**config.mk**
```make
export PLATFORM = sky130hd
export DESIGN_NAME = cumulative_sum_engine
export DESIGN_NICKNAME = d
export VERILOG_FILES = /design/src/rtl/cumulative_sum_pkg.sv /design/src/rtl/cumulative_sum_datapath.sv /design/src/rtl/cumulative_sum_engine.sv
export SDC_FILE = /design/constraint.sdc
export NUM_CORES = 1
export LEC_CHECK = 0
export ABC_AREA = 0
export BUFFER_PORTS_ARGS = -buffer_cell sky130_fd_sc_hd__buf_2
export CAP_MARGIN = 30
export CORE_AREA = 2 2 111 86
export CTS_BUF_LIST = sky130_fd_sc_hd__clkbuf_2 sky130_fd_sc_hd__clkbuf_4 sky130_fd_sc_hd__clkbuf_8
export DETAILED_ROUTE_END_ITERATION = 16
export DIE_AREA = 0 0 113 88
export PLACE_DENSITY = 0.71
export SLEW_MARGIN = 40
export SYNTH_ARGS = -nofsm -noshare
export SYNTH_HDL_FRONTEND = slang
export SYNTH_SLANG_ARGS = --single-unit
```
**constraint.sdc**
```tcl
create_clock -name clk -period 6.2 [get_ports clk]
set_input_delay 0.93 -clock clk [delete_from_list [all_inputs] [get_ports clk]]
set_output_delay 0.93 -clock clk [all_outputs]
set_load 0.1 [all_outputs]
```
**src/rtl/cumulative_sum_pkg.sv**
```systemverilog
// cumulative_sum_pkg: shared FSM state type and default widths for the cumulative sum engine
package cumulative_sum_pkg;
   typedef enum logic [1:0] {IDLE, LOAD, RUN, DONE} state_e;
   localparam int N_W_DEF   = 8;
   localparam int SUM_W_DEF = 16;
endpackage

```
**src/rtl/cumulative_sum_datapath.sv**
```systemverilog
// cumulative_sum_datapath: term/acc/count registers, comparator, adder and output buffers; CUMULATIVE_SUM_SAT_EN enables saturation
module cumulative_sum_datapath
   import cumulative_sum_pkg::*;
#(
   parameter int N_W   = N_W_DEF,
   parameter int SUM_W = SUM_W_DEF
) (
   input  logic             clk,
   input  logic             rst,
   input  logic             latch_i,
   input  logic             load_i,
   input  logic             add_i,
   input  logic             cap_i,
   input  logic [N_W-1:0]   first_i,
   input  logic [N_W-1:0]   last_i,
   input  logic [N_W-1:0]   step_i,
   output logic             nle_last_o,
   output logic [SUM_W-1:0] sum_o,
   output logic [N_W-1:0]   count_o,
   output logic             ovf_o
);
   logic [N_W-1:0]   first_q, last_q, step_q;
   logic [N_W:0]     n_q, n_d;
   logic [SUM_W-1:0] acc_q, acc_d, add_res, term, sum_q;
   logic [N_W-1:0]   cnt_q, cnt_d, count_q;
   logic             ovf_int_q, ovf_int_d, ovf_q, add_ovf;

   assign term       = SUM_W'(n_q);
   assign nle_last_o = n_q <= {1'b0, last_q};
   assign sum_o      = sum_q;
   assign count_o    = count_q;

`ifdef CUMULATIVE_SUM_SAT_EN
   logic [SUM_W:0] sum_x;
   assign sum_x   = {1'b0, acc_q} + {1'b0, term};
   assign add_ovf = sum_x[SUM_W];
   assign add_res = add_ovf ? '1 : sum_x[SUM_W-1:0];
   assign ovf_o   = ovf_q;
`else
   assign add_ovf = 1'b0;
   assign add_res = acc_q + term;
   assign ovf_o   = 1'b0;
`endif

   // next-state of the running registers: clear on load, advance one term on add
   always_comb begin
      n_d       = load_i ? {1'b0, first_q} : add_i ? n_q + {1'b0, step_q} : n_q;
      acc_d     = load_i ? '0 : add_i ? add_res : acc_q;
      cnt_d     = load_i ? '0 : add_i ? cnt_q + 1'b1 : cnt_q;
      ovf_int_d = load_i ? 1'b0 : (ovf_int_q | (add_i & add_ovf));
   end

   // operand latch, running state and host-visible result buffers
   always_ff @(posedge clk or posedge rst) begin
      if (rst) begin
         first_q   <= '0;
         last_q    <= '0;
         step_q    <= '0;
         n_q       <= '0;
         acc_q     <= '0;
         cnt_q     <= '0;
         ovf_int_q <= 1'b0;
         sum_q     <= '0;
         count_q   <= '0;
         ovf_q     <= 1'b0;
      end else begin
         if (latch_i) begin
            first_q <= first_i;
            last_q  <= last_i;
            step_q  <= (step_i == '0) ? N_W'(1) : step_i;
         end
         n_q       <= n_d;
         acc_q     <= acc_d;
         cnt_q     <= cnt_d;
         ovf_int_q <= ovf_int_d;
         if (cap_i) begin
            sum_q   <= acc_q;
            count_q <= cnt_q;
            ovf_q   <= ovf_int_q;
         end
      end
   end
endmodule

```
**src/rtl/cumulative_sum_engine.sv**
```systemverilog
// cumulative_sum_engine: start/busy/done controller around the series-sum datapath; CUMULATIVE_SUM_SAT_EN enables saturation
module cumulative_sum_engine
   import cumulative_sum_pkg::*;
#(
   parameter int N_W   = N_W_DEF,
   parameter int SUM_W = SUM_W_DEF
) (
   input  logic             clk,
   input  logic             rst,
   input  logic             start,
   input  logic [N_W-1:0]   i_first,
   input  logic [N_W-1:0]   i_last,
   input  logic [N_W-1:0]   i_step,
   output logic             busy,
   output logic             done,
   output logic [SUM_W-1:0] o_sum,
   output logic [N_W-1:0]   o_count,
   output logic             o_ovf
);
   state_e state_q, state_d;
   logic   nle_last, latch, load, add, cap;

   // state register
   always_ff @(posedge clk or posedge rst) begin
      if (rst) state_q <= IDLE;
      else     state_q <= state_d;
   end

   // next state and datapath strobes
   always_comb begin
      state_d = state_q;
      latch   = (state_q == IDLE) & start;
      load    = state_q == LOAD;
      add     = (state_q == RUN) & nle_last;
      cap     = (state_q == RUN) & ~nle_last;
      busy    = state_q != IDLE;
      done    = state_q == DONE;
      case (state_q)
         IDLE:    state_d = start ? LOAD : IDLE;
         LOAD:    state_d = RUN;
         RUN:     state_d = nle_last ? RUN : DONE;
         default: state_d = IDLE;
      endcase
   end

   cumulative_sum_datapath #(.N_W(N_W), .SUM_W(SUM_W)) u_dp (
      .clk        (clk),
      .rst        (rst),
      .latch_i    (latch),
      .load_i     (load),
      .add_i      (add),
      .cap_i      (cap),
      .first_i    (i_first),
      .last_i     (i_last),
      .step_i     (i_step),
      .nle_last_o (nle_last),
      .sum_o      (o_sum),
      .count_o    (o_count),
      .ovf_o      (o_ovf)
   );
endmodule
```
-- After elaboration in Yosys (flattened, before gate mapping)
Cells that the tools add are included.
- flip-flop bits (word level): 83
- latch bits: 0
- memory bits (writable): 0
- ROM bits: 0
- input bits: 27
- output and inout bits: 27
- word-level logic and storage cells: 34
- memories: 0
- add/sub/neg operators: 3
- multiply operators: 0
- div/mod/pow operators: 0
- $lt $le $gt $ge: 1
- equality and inequality tests: 3
- shift-type cells: 0
- muxes and demuxes: 10
- bitwise operators: 4
- reduce and logical (&&, ||, !) cells: 4
- operator list (kind ; count):
    $mux 16 ; 2
    $mux 8 ; 3
    $mux 9 ; 2
    $add 16x9->16 ; 1
    $add 9x8->9 ; 1
    $le 9x8->1 ; 1
    $add 8x1->8 const B ; 1
    $logic_not 8->1 ; 1
    $pmux 2 s3 ; 1
    $eq 2x2->1 const B ; 2
    $reduce_bool 2->1 ; 2
    $and 1x1->1 ; 3
    $eq 2x1->1 const B ; 1
    $logic_not 2->1 ; 1
    $mux 1 ; 2
    $not 1->1 ; 1

-- Logic depth before layout (Yosys ltp)
- depth in word-level cells: 4
- depth in mapped cells: 10
- depth with buffers taken out: 8

-- By module
Synthesis repeated with hierarchy kept, for this count alone.
- cells, all modules: 411
- area total of the unflattened synthesis: 4558.1 um2
- modules (own cells, without submodules) (module ; times used ; cells an instance ; area each (um2) ; seq. area each (um2)):
    cumulative_sum_datapath ; 1 ; 397 ; 4404.2 ; 2026.9
    cumulative_sum_engine ; 1 ; 14 ; 153.9 ; 50.0

-- Worst setup path before layout
No wires, ideal clock.
- kind: reg2reg
- from: register u_dp.n_q[0]
- to: register u_dp.acc_q[10]
- setup time: 0.127 ns
- data arrival time: 2.346 ns
- data required time: 6.073 ns
- path slack: 3.727 ns
- stages on the path, launching flop included: 9
- buffers on the path: 0
- period minus slack after synthesis: 2.473 ns
- cell sequence: dfrtp_1 > ha_1 > fa_1 > a21oi_1 > o21ai_0 > a2111oi_0 > o31ai_1 > nand3_1 > mux2_1
- longest elaborated chain between the ends: 3
- elaborated cells between the ends (all ways): 6
- classes of those cells: 1 x add/sub; 1 x order compare; 2 x mux; 1 x bitwise; 1 x reduce/logical
- RTL lines (what ; line ; source):
    start, declared ; cumulative_sum_datapath.sv:23 ; logic [N_W:0] n_q, n_d;
    start signal, assigned ; cumulative_sum_datapath.sv:72 ; n_q <= n_d;
    $add 16x9->16 or $le 9x8->1 (tied branches) ; cumulative_sum_datapath.sv:41, cumulative_sum_datapath.sv:29 ;
    $mux 16 or $and 1x1->1 (tied branches) ; cumulative_sum_datapath.sv:48, cumulative_sum_engine.sv:34 ;
    $mux 16 or $reduce_bool 2->1 (tied branches) ; n/a ;
    end signal, assigned ; cumulative_sum_datapath.sv:60 ; acc_q <= '0;
    end signal, assigned ; cumulative_sum_datapath.sv:73 ; acc_q <= acc_d;
    end, declared ; cumulative_sum_datapath.sv:24 ; logic [SUM_W-1:0] acc_q, acc_d, add_res, term, sum_q;
Several ways; a longest one is shown, not always the timed one. The select of a mux whose other input is x is not followed.
A chain may end at the register's enable or synchronous reset.

-- Final worst setup path
- from: register u_dp.n_q[0]
- to: register u_dp.acc_q[14]
The elaborated chain is that of the path after synthesis.

==> impl_metrics.yaml <==
outcome:
  status: "finished with violations"
  violations: "design-rule violations"
power_and_ir_drop:
  power_w: 0.000909
  switching_power_w: 0.000200
  switching_share: 0.220
  p_leak_nw: 2.57
  power_frac_seq: 0.595
  power_frac_comb: 0.025
  ir_drop_mv: 0.132
  p_int_w: 0.000709
  pwr-share-clk: 0.380
  power_density_nw_per_um2: 186
synth:
  syn_avg_cell_area_um2: 11.3
  async_reset_ff_frac: 1.00
  seq_area_frac_synth: 0.476
  synth.distinct_cells: 54
  syn_inst: 386
  syn_nets: 446
  yosys_warnings: 0
  synth_edf_count: 0
  ys_seq_elements: 83
  synth_ff_type: "dfrtp_1"
  netlist_area_um2: 4370
setup_path:
  end_kind: "flip-flop"
  crit_arrival_ns: 3.18
  path_cells: "ha_1 > fa_1 > a21oi_1 > o21ai_0 > a2111oi_0 > o31ai_1 > nor3b_1 > mux2_2"
  path_class: "reg2reg"
  path_delay_family: "compound AO/OA/AOI/OAI gates"
  path_buf_inv: 0
  slowest_stage: "a2111oi_0"
  cp_slowest_stage_delay_ns: 0.64
  required_ns: 6.46
  worstPathMaxFanout: 4
  startpoint_type: "flip-flop"
floorplan:
  core_area_um2: 8860
  die_x_um: 113
  row_count: 30
  fp.dieH_um: 88
  start_util: 0.493
  fp.dieArea_um2: 9940
  ioPinCount: 54
cells_and_area:
  drive_above_1_share: 0.292
  fill_cells: 793
  synthToLayoutAreaGrowth_pct: 11.7
  most-common-layout-cells: "dfrtp_1 (83), buf_2 (52), mux2_2 (48)"
  fin_cells: 551
  nNetsFinal: 495
  n_antenna_cell: 0
  final_common_cell: "dfrtp_1"
timing:
  finalCritPeriodShare: 0.471
  period_needed_ns: 2.92
  drv_slew: 0
  fmax_mhz: 342
  holdWs_ns: 0.496
  setup_violations: 0
  setup_tns_ns: 0
  fin_skew_ns: 0.0111
  hold_viol_final: 0
  worst_pin_slew_ns: 0.638
  grt_setup_unrepaired: "no"
  setup_ws_ns: 3.28
  slew_headroom: 0.564
global_routing:
  use_met3: 0.0547
  grt.total_usage: 0.181
  grt_pass1_vias: 2918
  grt_util_met2: 0.278
  grt_overflow: 0
  grt_pass1_wl_um: 14000
  grt_busiest_layer: "met2"
  grt_start_max_net_pins: 84
  grtUsageMet1: 0.247
  antenna_found_initial: 0
routing:
  num_vias: 2998
  ant_nets: 0
  viasPerCell: 5.44
  wl_per_cell_um: 15.0
  drc_errors: 3
  firstDrtPassIters: 10
  initialDrtViolationCount: 170
  drt_wl_total_um: 8290
placement:
  gp_congestion: 0.781
  pre_cts_ws_ns: 3.12
  numPortBuffers: 52
  dp.cells: 536
  dp_hpwl_um: 5890
clock_tree:
  numCtsBuffers: 9
  cts_tree: "yes"
  cts_root_buffer: "clkbuf_8"
  cts.path.max_buffers: 2
  postCtsHoldBufs: 0
  postCtsSetupRepairBufs: 0
  clock-sinks: 83
  clk_pin_slew_ns: 0.08
  cts.repair.resized: 0
  cts_max_level: 3
  insertion_delay_ns: 0.37
hold_path:
  hold_path.class: "reg2reg"
job:
  cap_violations: 0
[area by class of cell]
| cell class | count | area [um^2] | area share |
|---|---|---|---|
| multi-input combinational | 267 | 2140 | 0.438 |
| clock buffer | 12 | 153 | 0.0313 |
| timing repair buffer | 54 | 282 | 0.0577 |
| tap | 112 | 140 | 0.0287 |
| inverter | 20 | 76.3 | 0.0156 |
| clock inverter | 3 | 15.0 | 0.00308 |
| sequential | 83 | 2080 | 0.426 |
[flip-flops by register name, summed over array words and instances, names as in the netlist]
signal and flops:
u_dp.acc_q 16, u_dp.n_q 9, u_dp.count_o 8, state_q 2, u_dp.cnt_q 8, u_dp.step_q 8
u_dp.sum_o 16, u_dp.first_q 8, u_dp.last_q 8
[worst paths after layout]
| kind | start | to | slack (ns) | cells past startpoint |
|---|---|---|---|---|
| max in group asynchronous | rst | u_dp.acc_q[5]$_DFFE_PP0P_ | 5.01 | 3 |
| max reg2reg | u_dp.n_q[0]$_DFFE_PP0P_ | u_dp.acc_q[14]$_DFFE_PP0P_ | 3.28 | 8 |
| min | u_dp.step_q[0]$_DFFE_PP0P_ | u_dp.step_q[0]$_DFFE_PP0P_ | 0.50 | 2 |
| min in group asynchronous | rst | u_dp.sum_o[10]$_DFFE_PP0P_ | 0.74 | 3 |
| min reg2reg | u_dp.step_q[0]$_DFFE_PP0P_ | u_dp.step_q[0]$_DFFE_PP0P_ | 0.50 | 2 |
| max | u_dp.n_q[0]$_DFFE_PP0P_ | u_dp.acc_q[14]$_DFFE_PP0P_ | 3.28 | 8 |
[power by group through the flow]
| stage | sequential [W] | clock [W] | combinational [W] |
|---|---|---|---|
| 6_report | 0.000541 | 0.000345 | 0.0000231 |
| 5_1_grt | 0.000541 | 0.000382 | 0.0000267 |
| 4_1_cts | 0.000541 | 0.000355 | 0.0000239 |
| 3_5_place_dp | 0.000552 | 0 | 0.0000239 |
| 3_3_place_gp | 0.000552 | 0 | 0.0000229 |
| 2_1_floorplan | 0.000552 | 0 | 0.0000116 |
[cell usage after synthesis (all sizes together) (2+ instances only)]
cell type / instances / area, um^2
o21a: 7 / 52.6
nor3: 3 / 15.0
inv: 20 / 75.1
or4: 2 / 15.0
clkbuf: 8 / 31.3
a211oi: 6 / 45.0
mux2i: 10 / 100
o2111ai: 2 / 17.5
a21oi: 22 / 121
and4: 2 / 18.8
o211ai: 3 / 22.5
nor2b: 4 / 25.0
dfrtp: 83 / 2080
nand2: 27 / 104
buf: 8 / 60.1
xor2: 8 / 70.1
a21o: 3 / 22.5
ha: 31 / 388
xnor2: 7 / 61.3
nor4: 2 / 18.8
a31oi: 2 / 12.5
nand3: 4 / 20.0
mux2: 50 / 563
fa: 2 / 40.0
o31ai: 7 / 52.6
and3: 3 / 20.0
o21ai: 17 / 88.8
o21bai: 2 / 15.0
nor2: 26 / 97.6
[stage by stage]
| stage | util | cell area (um^2) |
|---|---|---|
| after floorplan | - | 4370 |
| after global placement | 0.530 | 4690 |
| after detailed placement | 0.531 | 4710 |
| after CTS | 0.550 | 4870 |
| after global routing | 0.551 | 4880 |
| final | 0.551 | 4880 |
[cell families after synthesis]
logic type / synth area share
XOR/XNOR: 0.0301
AO/OA/AOI/OAI: 0.121
buffers and inverters: 0.0381
adder cells (fa/ha/maj): 0.0980
AND/OR/NAND/NOR: 0.0842
multiplexers: 0.152
flip-flops: 0.476
other: 0.000859
[worst min-delay path, delay by kind of cell, from the launching register on]
kind            cells  cell delay [ns]
compound gates      1             0.06
flops               1             0.35
simple gates        1             0.05
[layer usage]
| layer | part of all wire | vias up |
|---|---|---|
| li1 | - | 1468 |
| met2 | 0.44 | 59 |
| met5 | 0 | - |
| met4 | 0.011 | 0 |
| met1 | 0.51 | 1463 |
| met3 | 0.043 | 8 |
No activity file was read; power rests on OpenSTA's default activity.
